### src/rtl/sr_ctrl_pkg.sv
// Shared types and constants for the SR latch pulse controller.
package sr_ctrl_pkg;

  localparam int CNT_W       = 4;
  localparam int PULSE_W_DEF = 2;
  localparam int GAP_W_DEF   = 1;

  typedef enum logic [1:0] {
    IDLE  = 2'd0,
    SET_P = 2'd1,
    CLR_P = 2'd2,
    GAP   = 2'd3
  } sr_state_e;

endpackage

### src/rtl/sr_pulse_timer.sv
// Loadable 4-bit down-counter with a zero flag; saturates at zero instead of wrapping.
module sr_pulse_timer
  import sr_ctrl_pkg::*;
(
  input  logic             clk,
  input  logic             rst,
  input  logic             load,
  input  logic [CNT_W-1:0] load_val,
  input  logic             dec,
  output logic             zero
);

  logic [CNT_W-1:0] count;

  always_ff @(posedge clk or posedge rst) begin
    if (rst) begin
      count <= '0;
    end else if (load) begin
      count <= load_val;
    end else if (dec && (count != '0)) begin
      count <= count - 1'b1;
    end
  end

  assign zero = (count == '0);

endmodule

### src/rtl/sr_latch_ctrl.sv
// Arbitrates set/clear requests into fixed-width s/r drive pulses followed by a recovery gap.
// Handshake: a req is a level held until its ack; ack is a one-cycle strobe in the last pulse cycle.
module sr_latch_ctrl
  import sr_ctrl_pkg::*;
#(
  parameter int PULSE_W = PULSE_W_DEF,
  parameter int GAP_W   = GAP_W_DEF
) (
  input  logic       clk,
  input  logic       rst,
  input  logic       set_req,
  input  logic       clr_req,
  output logic       set_ack,
  output logic       clr_ack,
  output logic       s,
  output logic       r,
  output logic       en,
  output logic       busy,
  output logic       q_exp,
  output logic [1:0] dbg_state
);

  localparam logic [CNT_W-1:0] PULSE_LD = CNT_W'(PULSE_W - 1);
  localparam logic [CNT_W-1:0] GAP_LD   = CNT_W'(GAP_W - 1);

  sr_state_e        state;
  sr_state_e        state_nxt;
  logic             pri;
  logic             pri_nxt;
  logic             load;
  logic [CNT_W-1:0] load_val;
  logic             dec;
  logic             zero;

  sr_pulse_timer u_timer (
    .clk      (clk),
    .rst      (rst),
    .load     (load),
    .load_val (load_val),
    .dec      (dec),
    .zero     (zero)
  );

  // State register; q_exp and pri commit alongside the state.
  always_ff @(posedge clk or posedge rst) begin
    if (rst) begin
      state <= IDLE;
      pri   <= 1'b0;
      q_exp <= 1'b0;
    end else begin
      state <= state_nxt;
      pri   <= pri_nxt;
      if ((state == SET_P) && zero) begin
        q_exp <= 1'b1;
      end else if ((state == CLR_P) && zero) begin
        q_exp <= 1'b0;
      end
    end
  end

  // pri flips only when both requests competed for the same grant.
  always_comb begin
    state_nxt = state;
    pri_nxt   = pri;
    load      = 1'b0;
    load_val  = PULSE_LD;
    dec       = 1'b0;
    case (state)
      IDLE: begin
        if (set_req && clr_req) begin
          state_nxt = pri ? CLR_P : SET_P;
          pri_nxt   = ~pri;
          load      = 1'b1;
        end else if (set_req) begin
          state_nxt = SET_P;
          load      = 1'b1;
        end else if (clr_req) begin
          state_nxt = CLR_P;
          load      = 1'b1;
        end
      end
      SET_P, CLR_P: begin
        if (zero) begin
          state_nxt = GAP;
          load      = 1'b1;
          load_val  = GAP_LD;
        end else begin
          dec = 1'b1;
        end
      end
      GAP: begin
        if (zero) begin
          state_nxt = IDLE;
        end else begin
          dec = 1'b1;
        end
      end
      default: state_nxt = IDLE;
    endcase
  end

  // s and r decode from disjoint states, so they can never overlap.
  always_comb begin
    s         = (state == SET_P);
    r         = (state == CLR_P);
    en        = (state == SET_P) || (state == CLR_P);
    set_ack   = (state == SET_P) && zero;
    clr_ack   = (state == CLR_P) && zero;
    busy      = (state != IDLE);
    dbg_state = state;
  end

endmodule

### config.mk
export PLATFORM = sky130hd
export DESIGN_NAME = sr_latch_ctrl
export DESIGN_NICKNAME = d
export VERILOG_FILES = /design/src/rtl/sr_ctrl_pkg.sv /design/src/rtl/sr_pulse_timer.sv /design/src/rtl/sr_latch_ctrl.sv
export SDC_FILE = /design/constraint.sdc
export NUM_CORES = 1
export LEC_CHECK = 0
export ABC_AREA = 1
export BUFFER_PORTS_ARGS = -buffer_cell sky130_fd_sc_hd__buf_4
export CORE_AREA = 10 10 47 49
export CTS_CLUSTER_DIAMETER = 150
export DETAILED_ROUTE_END_ITERATION = 16
export DIE_AREA = 0 0 57 59
export PLACE_DENSITY_LB_ADDON = 0.15
export SYNTH_ARGS = -nofsm -noshare
export SYNTH_HDL_FRONTEND = slang
export SYNTH_SLANG_ARGS = --single-unit
### constraint.sdc
create_clock -name clk -period 1.23 [get_ports clk]
set_input_delay 0.123 -clock clk [delete_from_list [all_inputs] [get_ports clk]]
set_output_delay 0.123 -clock clk [all_outputs]
set_load 0.01 [all_outputs]
# Yosys cells after proc, flatten, opt, wreduce, memory -nomap -nowiden
# Cells that the tools add are included.
op_classes:
  addsub: 1
  n_eq_ne: 6
  muxes: 20
  n_bitwise: 1
  n_reduce_logical: 15
op_table:
  columns: ["op", "n"]
  rows:
  - ["two-way mux 2 bit", 6]
  - ["two-way mux 1 bit", 10]
  - ["two-way mux 4 bit", 2]
  - ["one-hot mux 2 bit (3 select lines)", 1]
  - ["nonzero test 2 bit", 3]
  - ["== test 2 bit (second input constant)", 2]
  - ["logical AND 1 bit", 4]
  - ["zero test 4 bit", 1]
  - ["!= test 2 bit (second input constant)", 2]
  - ["!= test 4 bit (second input constant)", 1]
  - ["nonzero test 4 bit", 1]
  - ["subtractor 4 x 1 -> 4 bit (second input constant)", 1]
  - ["AND reduction 3 bit", 1]
  - ["OR reduction 3 bit", 1]
  - ["== test 2 x 1 -> 1 bit (second input constant)", 1]
  - ["zero test 2 bit", 1]
  - ["one-hot mux 1 bit (2 select lines)", 1]
  - ["AND reduction 2 bit", 1]
  - ["OR reduction 2 bit", 1]
  - ["logical OR 1 bit", 1]
  - ["NOT 1 bit", 1]
totals:
  ff_bits: 8
  in_bits: 4
  output_inout_bits: 9
  word_cells: 47

# Depth between registers and ports, before layout
logic_depth:
  depth_word: 6
  ltp_mapped: 8
  depth_no_buf: 8

# Hierarchy
# Synthesis repeated with hierarchy kept, for this count alone.
hier_totals:
  hier_cells: 95
  hier_area_um2: 623.1
by_module_without_submodules:
  columns: ["mod", "instances", "cells_each", "area_per_inst_um2", "seq_area_each_um2"]
  rows:
  - ["sr_latch_ctrl", 1, 48, 324.1, 100.1]
  - ["sr_pulse_timer", 1, 47, 299.0, 100.1]

# Worst setup path after synthesis
# Ideal clock, no wire load.
synth_path:
  kind: "reg2reg"
  from: "reg state[0] (netlist: dbg_state[0])"
  to: "reg u_timer.count[3]"
  setup_ns: 0.118
  arrival_ns: 1.272
  t_required_ns: 1.112
  slack_ns: -0.160
  path_stages_with_launch: 8
  path_buffers: 0
  period_less_slack_ns: 1.390
  cell_sequence: "dfrtp_1 > inv_1 > ha_1 > nand3_1 > nand2_2 > nand2_2 > nand2_1 > nor2_2"
synth_between:
  elab_chain_len: 5
  word_cells_on_any_way: 11
  cone_classes: "eq/ne: 3; mux: 3; reduce/logical: 5"
synth_lines:
  columns: ["element", "line", "rtl"]
  rows:
  - ["start, declared", "sr_latch_ctrl.sv:26", "sr_state_e state;"]
  - ["start signal, assigned", "sr_latch_ctrl.sv:51", "state <= state_nxt;"]
  - ["== test 2 x 1 -> 1 bit / == test 2 bit (equally long branches)", "sr_latch_ctrl.sv:68", "case (state)"]
  - ["OR reduction 3 bit (no line)", null, null]
  - ["two-way mux 1 bit", null, null]
  - ["logical AND 1 bit", "sr_pulse_timer.sv:20", "end else if (dec && (count != '0)) begin"]
  - ["nonzero test 2 bit (no line)", null, null]
  - ["end signal, assigned", "sr_pulse_timer.sv:19", "count <= load_val;"]
  - ["end signal, assigned", "sr_pulse_timer.sv:21", "count <= count - 1'b1;"]
  - ["end, declared", "sr_pulse_timer.sv:13", "logic [CNT_W-1:0] count;"]
# Parallel ways exist; a longest one is shown, timed or not.
# A chain may end at the register's enable or synchronous reset.

# Worst setup path after layout
layout_path:
  from: "reg state[1] (netlist: dbg_state[1])"
  to: "out set_ack"
layout_between:
  elab_chain_len: 2
layout_lines:
  columns: ["element", "line", "rtl"]
  rows:
  - ["== test 2 x 1 -> 1 bit", "sr_latch_ctrl.sv:107", "set_ack = (state == SET_P) && zero;"]
  - ["logical AND 1 bit", "sr_latch_ctrl.sv:107", null]
  - ["end, declared", "sr_latch_ctrl.sv:13", "output logic set_ack,"]
# No other way between the ends.

==> run summary <==
Die height - 59 um
Most numerous cell in the Yosys netlist - nand2_1
Die width - 57 um
DRT Pass-1 Iters - 4
Clock Tree Root - clkbuf_4
Register area share after synthesis - 0.349
# DRC - 0
Status - complete, but fails checks
Layout Nets - 117
Max transition margin - 0.772
Post-Syn Area - 573 um2
EDFF count, synth - 0
Ranking of synthesized cells by area - dfrtp_1 (35%), ha_1 (13%), nand2_1 (10%)
DR iter-0 viols - 12
Clock tree buffer depth - 2
Largest net degree at the start of global routing - 9
Reg2reg end - u_timer.count[2]
Setup ws final - -98.4 ps
I/O pin count - 13
TritonCTS Buffers - 3
Total gr overflow - 0
Total Wirelength - 1.54 mm
Pint - 1.75 mW
Synth top cells by count - nand2_1 (16), inv_1 (10), nand3_1 (9)
DR WL/cell - 12.6 um
Die ar. - 3360 um2
Power density cells - 3300 nW/um2
Fin area - 980 um2
Core Region - 1400 um2
Initial antenna violation count - 0
Critical path arrival - 1210 ps
CTS tree - yes
Initial Util - 0.409
Routability Congestion - 0.748
Final period utilization - 1.08
Critical path class - flop to output port
ANT nets after route - 0
Worst hold path class - input pin to flop
First-pass GRT wire length - 2.37 mm
Post-synth cell types - 17
Min cycle time layout - 1330 ps
Reg2Reg Depth - 7
Row count - 14
Fmax achieved - 0.753 GHz
Clock power share - 0.072
Post-synth top area share - 0.349
Main synth FF type - dfrtp_1
Layout cells sized above 1 - 0.604
HPWL after DPL - 998 um
Total Neg Setup Slack - -723 ps
Worst Hold End - pri
Crit path cell chain - inv_4, ha_4, nand3_4, inv_2, buf_6
Worst skew pair latency - 270 ps
Clock Pin Slew Worst Setup and Hold Paths - 70 ps
Port Buffers - 12
Worst path top cell family by delay - flip-flops
Hold-critical path depth - 3
Sw frac - 0.458
Most area-hungry cell type in the Yosys netlist - dfrtp_1
GRT Util Overall - 0.0885
Vias - 577
ANT cells - 0
Synthesized instance count - 73
Reg power frac - 0.171
RSZ-0062 raised after global routing - yes
CP max FO - 3
Mapped Nets - 83
NetSw - 1.48 mW
Clock Skews - 13.7 ps
CP Capture Type - output port
Type of origin of the critical path - flop
Violated checks - setup timing
Vias per cell - 4.73
Combinational Power Share - 0.757
Worst r2r src - dbg_state[1]
Synth async-reset ratio - 1.00
Largest stage delay on the critical path - 460 ps
Synthesized area per cell - 7.85 um2
Yosys Warn Count - 0
Register-to-register path setup slack - -60 ps
Buf/Inv on CP - 3
Number of H-tree levels - 1
Count of final max-slew check failures - 0
Layout area overhead - 71.0%
Hold path startpoint - set_req
Slowest-stage cell, CP - dfrtp_2
Fillers - 110
Clock Sink Count - 8
Worst-Margin Slew - 342 ps
CP required - 1110 ps
Vias in the first global route - 537
Leak pwr - 0.483 nW
Max VDD drop - 2.13 mV
Max Cap Viol - 0
Hold Violations, Final - 0
Placed inst area - 736 um2
Hold_ws - 167 ps
Setup violators final - 13
Flops & latches, synth - 8
[worst min-delay path, cell delays in order]
cell	delay, ps
buf_4	120
nand3_1	70
xnor2_1	60
[logic make-up (layout without fill, tap and decap cells)]
| group | after synthesis | count (layout) | synth area share |
|---|---|---|---|
| AOI/OAI and AO/OA | 7 | 7 | 0.0764 |
| and+or+nand+nor | 40 | 40 | 0.356 |
| buffers and inverters | 11 | 44 | 0.0721 |
| adders and majority gates | 6 | 6 | 0.131 |
| DFF | 8 | 8 | 0.349 |
| xor gates and xnor gates | 1 | 1 | 0.0153 |
[placed cells by master, fill, tap and decap left out]
master          n
nor2_4          1
dfrtp_2         2
buf_6           7
nand4_1         1
nor2_2          4
nor2_1          3
nand3_1         7
nand3_4         2
inv_1           4
inv_6           1
o21ai_2         3
nand2_2         5
o21ai_0         2
clkbuf_4        3
inv_2           4
o21ai_1         1
xnor2_1         1
dfrtp_1         6
clkbuf_1        1
inv_4           2
a31oi_1         1
nand2_4         4
buf_4          21
nand2_1        13
ha_1            1
ha_4            4
ha_2            1
dlygate4sd3_1   1
[layout make-up]
type	instances	area, um2	share of cell area
tap	16	20.0	0.0204
clock buffer	4	26.3	0.0268
inverter	11	51.3	0.0524
multi-input combinational	54	433	0.442
sequential	8	203	0.207
timing repair buffer	29	246	0.252
[worst max path at each step]
stage            startpoint          endpoint  slack [ps]  cells after the start
6_report       dbg_state[1]           set_ack        -100                      5
5_1_grt        dbg_state[0]           clr_ack        -150                      5
4_1_cts        dbg_state[1]           set_ack         -80                      5
3_5_place_dp   dbg_state[0]  u_timer.count[3]         -30                      7
3_3_place_gp   dbg_state[0]  u_timer.count[2]         -40                      7
2_1_floorplan  dbg_state[0]  u_timer.count[3]           8                      7
[flip-flops by register name (all words and copies together), names as in the netlist]
signal / cells
dbg_state: 2
pri: 1
q_exp: 1
u_timer.count: 4
[repair_timing]
action                                  in CTS  in global routing
endpoints found under the setup margin       8                 12
gates resized for setup                     16                 18
hold buffers                                 1                  0
buffers inserted                             8                  3
pin swaps                                    5                  9
endpoints found under the hold margin        8                  0
[per-layer routing]
| layer | vias up | share of wire | track usage |
|---|---|---|---|
| li1 | 295 | - | - |
| met1 | 264 | 0.46 | 0.106 |
| met2 | 14 | 0.47 | 0.132 |
| met3 | 4 | 0.051 | 0.0279 |
| met4 | 0 | 0.014 | 0.0604 |
| met5 | - | 0 | 0 |
[metrics by stage]
stage / worst slack (ps) / instances / util / power (mW)
3_3_place_gp: -35.1 / 106 / 0.525 / 2.26
2_1_floorplan: 7.88 / 73 / - / 1.71
3_5_place_dp: -31.7 / 106 / 0.525 / 2.26
4_1_cts: -83.3 / 119 / 0.637 / 2.86
6_report: -98.4 / 122 / 0.699 / 3.23
5_1_grt: -152 / 122 / 0.699 / 3.49
[power groups by stage]
stage | Sequential (mW) | Combinational, mW | Clock, mW
after floorplan | 0.539 | 1.17 | 0
after global placement | 0.525 | 1.73 | 0
after detailed placement | 0.531 | 1.73 | 0
after CTS | 0.541 | 2.08 | 0.238
after global routing | 0.571 | 2.67 | 0.252
final | 0.552 | 2.45 | 0.231
Power figures use the tool's default switching activity.
